[config.mk]
export PLATFORM = sky130hd
export DESIGN_NAME = load_store_unit
export DESIGN_NICKNAME = d
export VERILOG_FILES = /design/src/rtl/load_store_unit.sv
export SDC_FILE = /design/constraint.sdc
export NUM_CORES = 1
export LEC_CHECK = 0
export BUFFER_PORTS_ARGS = -buffer_cell sky130_fd_sc_hd__buf_2
export CAP_MARGIN = 20
export CORE_ASPECT_RATIO = 0.6
export CORE_MARGIN = 3
export CORE_UTILIZATION = 53
export DETAILED_ROUTE_END_ITERATION = 6
export PLACE_DENSITY = 0.84
export SLEW_MARGIN = 20
export SYNTH_ARGS = -nofsm -noshare
export SYNTH_HDL_FRONTEND = slang
export SYNTH_SLANG_ARGS = --single-unit
[constraint.sdc]
create_clock -name clk_i -period 2.2 [get_ports clk_i]
set_input_delay 0.44 -clock clk_i [delete_from_list [all_inputs] [get_ports clk_i]]
set_output_delay 0.44 -clock clk_i [all_outputs]
set_load 0.01 [all_outputs]
[src/rtl/load_store_unit.sv]
// Load/store unit: turns byte/half/word loads and stores from the MEM stage into
// single-port data-memory cycles, with read-modify-write for sub-word stores.
module load_store_unit #(
  parameter int MEM_WORDS = 32
) (
  input  logic        clk_i,
  input  logic        rst_i,
  input  logic        req_valid_i,
  output logic        req_ready_o,
  input  logic        req_write_i,
  input  logic [1:0]  req_size_i,
  input  logic        req_unsigned_i,
  input  logic [31:0] req_addr_i,
  input  logic [31:0] req_wdata_i,
  output logic        resp_valid_o,
  output logic [31:0] resp_rdata_o,
  output logic        resp_err_o,
  output logic        stall_o,
  output logic [31:0] mem_addr_o,
  output logic [31:0] mem_wdata_o,
  output logic        mem_read_o,
  output logic        mem_write_o,
  input  logic [31:0] mem_rdata_i
);

  localparam logic [31:0] MEM_WORDS_L = 32'(MEM_WORDS);

  typedef enum logic [2:0] {IDLE, RD, WAIT, WR, RESP} state_t;

  state_t      state, state_nxt;
  logic [31:0] addr_q, wdata_q, data_q;
  logic [1:0]  size_q;
  logic        uns_q, write_q, err_q;
  logic        req_err;

  function automatic logic access_error(input logic [1:0] size, input logic [31:0] addr);
    logic bad;
    bad = (size == 2'b11)
       || (size == 2'b01 && addr[0])
       || (size == 2'b10 && addr[1:0] != 2'b00)
       || ({2'b00, addr[31:2]} >= MEM_WORDS_L);
    return bad;
  endfunction

  function automatic logic [31:0] load_extract(input logic [31:0] word, input logic [1:0] size,
                                               input logic [1:0] off, input logic uns);
    logic [31:0] sh;
    logic [31:0] res;
    sh = word >> {off, 3'b000};
    case (size)
      2'b00:   res = uns ? {24'b0, sh[7:0]}  : {{24{sh[7]}}, sh[7:0]};
      2'b01:   res = uns ? {16'b0, sh[15:0]} : {{16{sh[15]}}, sh[15:0]};
      default: res = word;
    endcase
    return res;
  endfunction

  function automatic logic [31:0] store_merge(input logic [31:0] word, input logic [31:0] wdata,
                                              input logic [1:0] size, input logic [1:0] off);
    logic [31:0] mask;
    case (size)
      2'b00:   mask = 32'h0000_00FF;
      2'b01:   mask = 32'h0000_FFFF;
      default: mask = 32'hFFFF_FFFF;
    endcase
    mask = mask << {off, 3'b000};
    return (word & ~mask) | ((wdata << {off, 3'b000}) & mask);
  endfunction

  assign req_err = access_error(req_size_i, req_addr_i);

  // Stage boundary: state register and latched request
  always_ff @(posedge clk_i) begin
    if (rst_i) begin
      state   <= IDLE;
      addr_q  <= '0;
      wdata_q <= '0;
      data_q  <= '0;
      size_q  <= '0;
      uns_q   <= 1'b0;
      write_q <= 1'b0;
      err_q   <= 1'b0;
    end else begin
      state <= state_nxt;
      if (state == IDLE && req_valid_i) begin
        addr_q  <= req_addr_i;
        wdata_q <= req_wdata_i;
        size_q  <= req_size_i;
        uns_q   <= req_unsigned_i;
        write_q <= req_write_i;
        err_q   <= req_err;
        data_q  <= '0;
      end
      if (state == WAIT) begin
        data_q <= write_q ? store_merge(mem_rdata_i, wdata_q, size_q, addr_q[1:0])
                          : load_extract(mem_rdata_i, size_q, addr_q[1:0], uns_q);
      end
    end
  end

  always_comb begin
    state_nxt = state;
    case (state)
      IDLE: begin
        if (req_valid_i) begin
          if (req_err)                           state_nxt = RESP;
          else if (req_write_i && req_size_i == 2'b10) state_nxt = WR;
          else                                   state_nxt = RD;
        end
      end
      RD:      state_nxt = WAIT;
      WAIT:    state_nxt = write_q ? WR : RESP;
      WR:      state_nxt = RESP;
      RESP:    state_nxt = IDLE;
      default: state_nxt = IDLE;
    endcase
  end

  // Moore outputs: memory bus is driven only while an enable is high
  assign req_ready_o  = (state == IDLE);
  assign stall_o      = ~req_ready_o;
  assign mem_read_o   = (state == RD);
  assign mem_write_o  = (state == WR);
  assign mem_addr_o   = (mem_read_o || mem_write_o) ? {2'b00, addr_q[31:2]} : 32'b0;
  assign mem_wdata_o  = mem_write_o ? ((size_q == 2'b10) ? wdata_q : data_q) : 32'b0;
  assign resp_valid_o = (state == RESP);
  assign resp_err_o   = resp_valid_o && err_q;
  assign resp_rdata_o = (resp_valid_o && !write_q && !err_q) ? data_q : 32'b0;

endmodule

After elaboration in Yosys (flattened, before gate mapping) --
Index checks and enable logic that the tools add are counted.
Word-level totals: bits in registers 104, output and inout port bits 102, input bits 103, word-level logic and storage cells 62
Operators by class: shifts and indexed selects 3, reduce and logical (&&, ||, !) cells 17, mux-type cells 18, bitwise gates (word level) 5, magnitude comparators 1, eq/ne operators 10
Operators with widths (number):
- 32-bit two-way mux | 10
- 32-bit case mux with 2 select lines | 2
- 32-bit bitwise AND | 2
- 32-bit by 5-bit << shifter with 32-bit output | 2
- 32-bit NOT | 1
- 32-bit OR | 1
- 32-bit by 5-bit >> shifter with 16-bit output | 1
- 30-bit by 6-bit greater-or-equal comparator with 1-bit output (second input constant) | 1
- 30-bit two-way mux | 1
- 3-bit case mux with 4 select lines | 1
- 3-bit two-way mux | 3
- 1-bit logical AND | 7
- 2-bit == test (second input constant) | 3
- 3-bit by 2-bit == test with 1-bit output (second input constant) | 2
- 2-bit by 1-bit == test with 1-bit output (second input constant) | 2
- 1-bit logical OR | 4
- 2-bit nonzero test | 2
- 3-bit by 1-bit == test with 1-bit output (second input constant) | 1
- 3-bit == test (second input constant) | 1
- 3-bit zero test | 1
- 1-bit zero test | 2
- 2-bit zero test | 1
- 2-bit two-way mux | 1
- 2-bit != test (second input constant) | 1
- 1-bit NOT | 1

Longest topological paths before layout --
Gate-level depths: netlist of run 1.
depth after elaboration 10, gate-level depth with buffers 8

Worst setup path before layout of run 1 --
No wires, ideal clock.
kind register to output, start register state[2], end output port resp_rdata_o[10], stages on the path, launching flop included 5, slack 244 ps, arrival time 1516 ps, cell sequence dfxtp_1 nor3b_1 nor3b_2 clkbuf_1 and2_1
Between the ends: cells in the longest elaborated chain, start to end 4
RTL lines:
- start: declaration | line 30 | state_t state, state_nxt;
- start signal: assignment | line 84 | state <= state_nxt;
- 3-bit == test | line 126 | assign resp_valid_o = (state == RESP);
- named net resp_valid_o | line 15 | output logic resp_valid_o,
- 1-bit logical AND (2 in a row) | line 128 | assign resp_rdata_o = (resp_valid_o && !write_q && !err_q) ? data_q : 32'b0;
- 32-bit two-way mux | line 128
- end: declaration | line 16 | output logic [31:0] resp_rdata_o,
The timed path passes the listed nets, and every way through them passes these cells.

Final worst setup path of run 1 --
start register state[2], end output port resp_rdata_o[20]
Between the ends: cells in the longest elaborated chain, start to end 4
RTL lines (line):
- 3-bit == test | 126
- 1-bit logical AND (2 in a row) | 128
- 32-bit two-way mux | 128
No other way between the ends.

==> reports/qor.csv, run 1 <==
metric,value,unit
r2r_cells,6,
seq_area_frac_synth,0.309,
slew_headroom,0.556,
worstHoldStart,req_wdata_i[28],
yosys_most_used_dff,dfxtp_1,
min_path_cells,3,
ys_warn_count,0,
dr.pass1.iters,6,
cts-root-buf,clkbuf_16,
syn_to_final_growth,22.7,%
synth_area,0.00675,mm2
rsz0062_at_grt,true,
vias,7641,
ir_worst_vdd,0.000429,V
syn_avg_cell_area,7.42,um2
initial_utilization,0.550,
grt_usage,0.347,
cts-htree-levels,3,
power_per_cell_area,580,mW/mm2
status,completed,
synth.distinct_cells,62,
grt_pass1_vias,6983,
hpwlAfterDp,18300,um
finalWeightedCongestion,0.981,
cp.arrival,1.69,ns
combinationalPowerShare,0.212,
clk_latency,0.36,ns
power.static_leakage,3.56,nW
p_clk_frac,0.342,
finalSetupTns,0,ns
postPlaceCellArea,0.00795,mm2
clkTransAtPathRegs,0.08,ns
drc,0,
pin_count,205,
hold_violations,0,
grt_max_degree,70,
multi_input_area,0.00426,mm2
cp-start-kind,register,
period_share,0.968,
cts_tree,built,
clockBufferDepth,2,
synth_cells,909,
ctsHoldBuffers,0,
diodes,0,
synth-seq-cells,104,
die_x,152,um
ff_latch_area,0.00209,mm2
synth-edff-count,0,
stdcell_area,0.00828,mm2
synthArstFlopShare,0,
die_y,93.4,um
fin_cells,1256,
end_kind,output port,
r2r-start,addr_q[1]$_SDFFE_PP0P_,
final_nets,1189,
whs,0.309,ns
fillers,1075,
final_layout_size_suffix_gt1_frac,0.300,
rows,31,
route.detailed.vias_per_inst,6.08,
final_max_slew_viol_count,0,
crit_path_start,state[2]$_SDFFE_PP0P_,
core_area,0.0123,mm2
hp-class,primary input to register,
grt_overflow,0,
pwr-share-seq,0.446,
io_buffers,202,
drt_iter0_markers,824,
switchingPower,1.56,mW
antenna_found_initial,0,
wl_per_cell,19.9,um
utilization,0.675,
setup_viol,0,
worstMarginPinSlew,0.666,ns
cts_made_buffers,9,
cp_data_required_time,1.76,ns
fin_skew,0.00984,ns
dp_cells,1239,
maxCapViolCount,0,
grt_pass1_wl,38200,um
swShare,0.325,
wl,24900,um
max_freq,470,MHz
power.internal,3.24,mW
postRouteAntennaNets,0,
die-area,0.0142,mm2
layout_min_cycle_time,2.13,ns
numClockSinks,104,
critPathKind,register to output port,
path_max_fanout,32,
cells by family after synthesis:
| logic type | Yosys count | share of synthesized area |
|---|---|---|
| AND/OR/NAND/NOR | 410 | 0.299 |
| buffers and inverters | 90 | 0.0638 |
| AO/OA/AOI/OAI | 259 | 0.245 |
| multiplexers | 45 | 0.0831 |
| other | 1 | 0.000556 |
| flip-flops | 104 | 0.309 |
sequential cells by signal (all words and copies together), names as in the netlist:
register,count
write_q,1
data_q,32
size_q,2
err_q,1
state,3
wdata_q,32
uns_q,1
addr_q,32
worst max-delay path, cell delays in order, from the launching register on:
cell and delay, ns:
dfxtp_2 0.38, nor3b_2 0.22, nor3b_4 0.26, buf_12 0.20, and2_1 0.14, buf_2 0.12
worst paths after layout:
| kind | end | slack (ns) |
|---|---|---|
| worst max register to register | data_q[6]$_SDFFE_PP0P_ | 0.20 |
| worst max-delay path | resp_rdata_o[20] | 0.07 |
| worst min-delay path | wdata_q[28]$_SDFFE_PP0P_ | 0.31 |
| worst min register to register | addr_q[14]$_SDFFE_PP0P_ | 0.45 |
cells in the mapped netlist, types with 8 or more instances:
master    number  area share
nand3b_1       8      0.0089
a21oi_1      151        0.11
a22oi_1       11       0.012
nand2_1      222        0.12
nor4_1        16       0.015
buf_2         28       0.021
or3_1         15       0.014
nor2_1        19       0.011
clkbuf_1      41       0.023
dfxtp_1      104        0.31
a221oi_1       8       0.010
or2_2         16       0.015
mux2i_1       29       0.043
mux2_2         8       0.013
and2_1        68       0.063
o22ai_1       22       0.020
mux4_2         8       0.027
o211a_1        8       0.012
nand2b_1      14       0.013
a311oi_1       8       0.010
through the flow:
stage / setup WS [ns] / total power, mW
final: 0.0711 / 4.80
after floorplan: 0.244 / 2.75
after CTS: 0.0108 / 4.77
after global routing: -0.0334 / 4.96
after global placement: 0.310 / 3.13
after detailed placement: 0.258 / 3.15
final cells by class:
type / count / area share
flip-flops and latches: 104 / 0.253
well taps: 165 / 0.0249
clock buffers: 10 / 0.0289
multi-input cells: 716 / 0.514
clock inverters: 6 / 0.00741
inverters: 7 / 0.00333
repair buffers: 248 / 0.169
cells in the final DEF (no fill, tap or decap), types with 3 or more instances in the layout:
cell type    n
nand3_1      3
o2bb2ai_1    7
clkbuf_16    9
mux4_2       8
nand3b_1     8
a21oi_1    151
o211a_1      8
nand2_1    221
mux2_2       8
nor3b_1      3
buf_2      201
o221a_2      7
mux2i_1     29
or2_2       16
a22oi_1     11
buf_12       3
dfxtp_2      5
o21ba_2      3
o2111ai_1    6
inv_1        6
a221oi_1     8
buf_4       44
dfxtp_1     98
nor4_1      16
nand2b_1    14
and2_1      67
a2bb2oi_1    7
o21ai_0      3
or3_1       15
nor2_1      19
o22ai_1     22
a311oi_1     8
nor2b_1      5
nor3_1       3
metal layers:
metal  GRT usage  up-vias  routed length (um)
li1            -     3555                   -
met1       0.517     3511               10600
met2       0.485      512               10100
met3       0.101       63                3690
met4      0.0904        0                 581
met5           0        -                   0
power by group through the flow:
| stage | registers (mW) | clock network (mW) | logic [mW] |
|---|---|---|---|
| after floorplan | 2.09 | 0 | 0.668 |
| after global placement | 2.17 | 0 | 0.960 |
| after detailed placement | 2.17 | 0 | 0.980 |
| after CTS | 2.13 | 1.65 | 0.985 |
| after global routing | 2.15 | 1.71 | 1.10 |
| final | 2.14 | 1.64 | 1.02 |
what timing repair did:
| item | 4_1_cts | 5_1_grt |
|---|---|---|
| buffers inserted | 0 | 1 |
| endpoints found under the setup margin | 39 | 35 |
| gates resized for setup | 3 | 4 |
| pin swaps | 0 | 1 |
(Power assumes the default switching activity.)
==> run 2: changes to the inputs <==
CORE_ASPECT_RATIO = 1.5   (was 0.6)
CORE_MARGIN = 4   (was 3)
CTS_CLUSTER_SIZE = 14   (was default)
==> reports/qor.csv, run 2 (synthesis gave the netlist of run 1 again) <==
metric,value,unit,change
end_kind,output port,,unchanged
cp.arrival,1.72,ns,was 1.69 ns
ir_worst_vdd,0.000517,V,was 0.000429 V
final_nets,1197,,was 1189
hold_violations,0,,unchanged
cts-htree-levels,3,,unchanged
clockBufferDepth,2,,unchanged
grt_pass1_vias,7176,,was 6983
critPathKind,register to output port,,unchanged
slew_headroom,0.477,,was 0.556
die-area,0.0146,mm2,was 0.0142 mm2
route.detailed.vias_per_inst,6.09,,was 6.08
drc,0,,unchanged
cts_made_buffers,9,,unchanged
setup_viol,0,,unchanged
grt_overflow,0,,unchanged
diodes,0,,unchanged
cts-root-buf,clkbuf_16,,unchanged
hpwlAfterDp,18400,um,was 18300 um
clk_latency,0.35,ns,was 0.36 ns
layout_common_cells,"nand2_1, buf_2, a21oi_1",,unchanged
postRouteAntennaNets,0,,unchanged
rsz0062_at_grt,false,,was true
die_y,146,um,was 93.4 um
dr.pass1.iters,5,,was 6
pin_count,205,,unchanged
status,completed,,unchanged
period_share,0.980,,was 0.968
fillers,1108,,was 1075
final_max_slew_viol_count,0,,unchanged
cp_data_required_time,1.76,ns,about the same
mostFrequentLayoutCell,nand2_1,,unchanged
fin_skew,0.00954,ns,was 0.00984 ns
initial_utilization,0.542,,was 0.550
finalWeightedCongestion,0.986,,was 0.981
utilization,0.670,,was 0.675
worstMarginPinSlew,0.785,ns,was 0.666 ns
path_max_fanout,15,,was 32
power.static_leakage,3.60,nW,was 3.56 nW
grt_max_degree,80,,was 70
clkTransAtPathRegs,0.08,ns,about the same
core_area,0.0124,mm2,was 0.0123 mm2
grt_pass1_wl,38000,um,was 38200 um
rows,50,,was 31
power_per_cell_area,569,mW/mm2,was 580 mW/mm2
vias,7641,,unchanged
grt_usage,0.327,,was 0.347
cp-start-kind,register,,unchanged
wl,24700,um,was 24900 um
die_x,100,um,was 152 um
cts_tree,built,,unchanged
antenna_found_initial,0,,unchanged
p_total,4.75,mW,was 4.80 mW
final_layout_size_suffix_gt1_frac,0.304,,was 0.300
maxCapViolCount,0,,unchanged
numClockSinks,104,,unchanged
hp-class,primary input to register,,unchanged
drt_iter0_markers,577,,was 824
io_buffers,202,,unchanged
wl_per_cell,19.7,um,was 19.9 um
top_regs,"addr_q x32, data_q x32, wdata_q x32",,unchanged
syn_to_final_growth,23.6,%,was 22.7%
max_freq,464,MHz,was 470 MHz
layout_min_cycle_time,2.16,ns,was 2.13 ns
==> run 2: layout make-up <==
class                           instances  area, um2  area share
Tap cell                              156        195      0.0234
Multi-Input combinational cell        716       4270       0.512
Inverter                                7       27.5     0.00330
Clock inverter                          6       62.6     0.00750
Sequential cell                       104       2100       0.251
Clock buffer                           10        229      0.0275
Timing Repair Buffer                  256       1460       0.175
==> run 2: repair_timing <==
action,4_1_cts,5_1_grt
hold buffers,0,0
setup endpoints to repair,32,42
cloned,0,1
resized for setup,3,15
setup buffers,0,4
==> run 2: worst max-delay path, cell delays in order (launching register included) <==
cell and delay [ns]:
dfxtp_4 0.38, nor3b_4 0.20, nor3b_4 0.21, buf_6 0.16
buf_8 0.15, and2_1 0.14, buf_2 0.13
==> run 2: final timing paths <==
check | depth (start not counted) | to | slack [ns] | from
min | 3 | wdata_q[29]$_SDFFE_PP0P_ | 0.32 | req_wdata_i[29]
min reg2reg | 2 | addr_q[22]$_SDFFE_PP0P_ | 0.45 | addr_q[22]$_SDFFE_PP0P_
max | 6 | resp_rdata_o[23] | 0.04 | state[2]$_SDFFE_PP0P_
max reg2reg | 5 | data_q[21]$_SDFFE_PP0P_ | 0.19 | addr_q[0]$_SDFFE_PP0P_
==> run 2: where the power goes <==
group | leakage [nW] | total [mW] | internal, mW | switching (mW)
Clock | 0.142 | 1.59 | 0.800 | 0.794
Combinational | 2.61 | 1.04 | 0.441 | 0.598
Sequential | 0.856 | 2.12 | 1.99 | 0.132
==> run 2: stage by stage <==
step	setup slack, ns	hold slack [ns]	setup TNS [ns]	cell area, um2	instances
floorplan	0.244	0.432	0	6750	910
global placement	0.114	0.437	0	7960	1234
detailed placement	0.0819	0.442	0	7960	1234
CTS	-0.00455	0.315	-0.00818	8260	1250
global route	0.000876	0.322	0	8340	1255
finish	0.0449	0.317	0	8340	1255
==> run 2: layer usage <==
layer | wire [um] | part of all wire | up-vias | global-route usage
met5 | 0 | 0 | - | 0
met4 | 1870 | 0.076 | 0 | 0.211
met3 | 2230 | 0.090 | 118 | 0.0789
met2 | 11600 | 0.47 | 418 | 0.527
met1 | 9010 | 0.36 | 3534 | 0.382
li1 | - | - | 3571 | -
==> run 3: changes to the inputs <==
CORE_UTILIZATION = 54   (was 53)
CTS_BUF_LIST = sky130_fd_sc_hd__clkbuf_4 sky130_fd_sc_hd__clkbuf_8   (was default)
PLACE_DENSITY = 0.85   (was 0.84)
==> reports/qor.csv, run 3 (synthesis gave the netlist of run 1 again) <==
metric,value,unit,change
power.internal,2.87,mW,was 3.23 mW
fin_ws,-0.00992,ns,was 0.0449 ns
layout_common_cells,"nand2_1, buf_2, a21oi_1",,unchanged
clk_latency,0.38,ns,was 0.35 ns
ir_worst_vdd,0.000600,V,was 0.000517 V
cts_tree,built,,unchanged
dr.pass1.iters,7,,was 5
wl_per_cell,19.0,um,was 19.7 um
maxCapViolCount,0,,unchanged
route.detailed.vias_per_inst,6.09,,about the same
setup_viol,2,,was 0
clockBufferDepth,2,,unchanged
critPathKind,register to output port,,unchanged
violations,setup timing,,
clkTransAtPathRegs,0.12,ns,was 0.08 ns
final_nets,1194,,was 1197
grt_max_degree,86,,was 80
grt_overflow,0,,unchanged
layout_min_cycle_time,2.21,ns,was 2.16 ns
cp.arrival,1.77,ns,was 1.72 ns
pwr-share-seq,0.483,,was 0.446
switchingPower,1.47,mW,was 1.52 mW
mostFrequentLayoutCell,nand2_1,,unchanged
fin_skew,0.0151,ns,was 0.00954 ns
swShare,0.338,,was 0.321
finalSetupTns,-0.0131,ns,was 0 ns
combinationalPowerShare,0.239,,was 0.219
period_share,1.00,,was 0.980
numClockSinks,104,,unchanged
wl,23700,um,was 24700 um
end_kind,output port,,unchanged
final_max_slew_viol_count,0,,unchanged
diodes,0,,unchanged
pin_count,205,,unchanged
dp_cells,1228,,was 1234
worstMarginPinSlew,0.818,ns,was 0.785 ns
grt_pass1_wl,36200,um,was 38000 um
vias,7601,,was 7641
grt_usage,0.318,,was 0.327
cp_data_required_time,1.76,ns,about the same
fin_cells,1249,,was 1255
cts_made_buffers,9,,unchanged
hp-class,primary input to register,,unchanged
cts-root-buf,clkbuf_8,,was clkbuf_16
drc,0,,unchanged
drt_iter0_markers,601,,was 577
syn_to_final_growth,21.6,%,was 23.6%
die_x,99.3,um,was 100 um
path_max_fanout,15,,unchanged
core_area,0.0121,mm2,was 0.0124 mm2
hold_violations,0,,unchanged
top_regs,"addr_q x32, data_q x32, wdata_q x32",,unchanged
cts-htree-levels,3,,unchanged
die-area,0.0144,mm2,was 0.0146 mm2
max_freq,453,MHz,was 464 MHz
ctsHoldBuffers,0,,unchanged
hpwlAfterDp,17600,um,was 18400 um
p_clk_frac,0.278,,was 0.335
r2r_cells,5,,unchanged
slew_headroom,0.455,,was 0.477
power.static_leakage,3.54,nW,was 3.60 nW
initial_utilization,0.556,,was 0.542
grt_pass1_vias,7001,,was 7176
rsz0062_at_grt,true,,was false
finalWeightedCongestion,1.03,,was 0.986
final_layout_size_suffix_gt1_frac,0.303,,was 0.304
postRouteAntennaNets,0,,unchanged
io_buffers,202,,unchanged
status,finished with violations,,was completed
antenna_found_initial,2,,was 0
power_per_cell_area,529,mW/mm2,was 569 mW/mm2
cp-start-kind,register,,unchanged
die_y,145,um,was 146 um
rows,49,,was 50
min_path_cells,3,,unchanged
[run 3: cell types whose count changed in the layout (fill, tap and decap cells not counted), moves of 2 or more]
cell and change:
clkbuf_16 -9, clkbuf_8 +9, clkbuf_4 +2, buf_4 -3, clkinv_4 -2
[run 3: worst max-delay path: stages (launching register included)]
cell,delay [ns]
dfxtp_4,0.37
nor3b_4,0.21
nor3b_4,0.23
buf_4,0.16
buf_8,0.14
and2_1,0.15
buf_2,0.13
[run 3: timing repair]
item | 4_1_cts | 5_1_grt
endpoints found under the setup margin | 64 | 67
setup buffers | 0 | 4
pin swaps | 0 | 1
resized for setup | 3 | 13
endpoints found under the hold margin | 0 | 0
gates cloned | 0 | 1
[run 3: worst paths after layout]
path	slack (ns)	start	end
max	-0.01	state[1]$_SDFFE_PP0P_	resp_rdata_o[23]
min	0.28	req_wdata_i[12]	wdata_q[12]$_SDFFE_PP0P_
max reg2reg	0.19	addr_q[1]$_SDFFE_PP0P_	data_q[25]$_SDFFE_PP0P_
min reg2reg	0.46	addr_q[21]$_SDFFE_PP0P_	addr_q[21]$_SDFFE_PP0P_
[run 3: stage by stage]
step / worst slack, ns / utilization / hold slack (ns) / total power [mW] / instance area [um2]
6_report: -0.00992 / 0.676 / 0.282 / 4.34 / 8200
3_3_place_gp: 0.251 / 0.653 / 0.437 / 3.11 / 7930
5_1_grt: -0.0774 / 0.676 / 0.278 / 4.52 / 8200
4_1_cts: -0.0111 / 0.669 / 0.273 / 4.30 / 8130
3_5_place_dp: 0.208 / 0.653 / 0.442 / 3.13 / 7930
2_1_floorplan: 0.244 / - / 0.432 / 2.75 / 6750
[run 3: cell type report]
type | count | area (um2)
inverters | 7 | 27.5
well taps | 153 | 191
flip-flops and latches | 104 | 2100
fillers | 1039 | 3940
multi-input cells | 716 | 4260
clock buffers | 10 | 131
repair buffers | 253 | 1440
clock inverters | 6 | 56.3
[run 3: layer usage]
layer	up-vias	GRT usage	wire [um]
met2	453	0.531	11100
met1	3490	0.357	8420
met4	4	0.213	1810
met3	100	0.0801	2360
met5	-	0	14
li1	3554	-	-
[run 3: power by group through the flow]
stage | clock (mW) | sequential [mW] | combinational (mW)
after floorplan | 0 | 2.09 | 0.668
after CTS | 1.21 | 2.10 | 0.996
after global placement | 0 | 2.14 | 0.975
after detailed placement | 0 | 2.14 | 0.991
final | 1.21 | 2.10 | 1.04
after global routing | 1.28 | 2.11 | 1.13
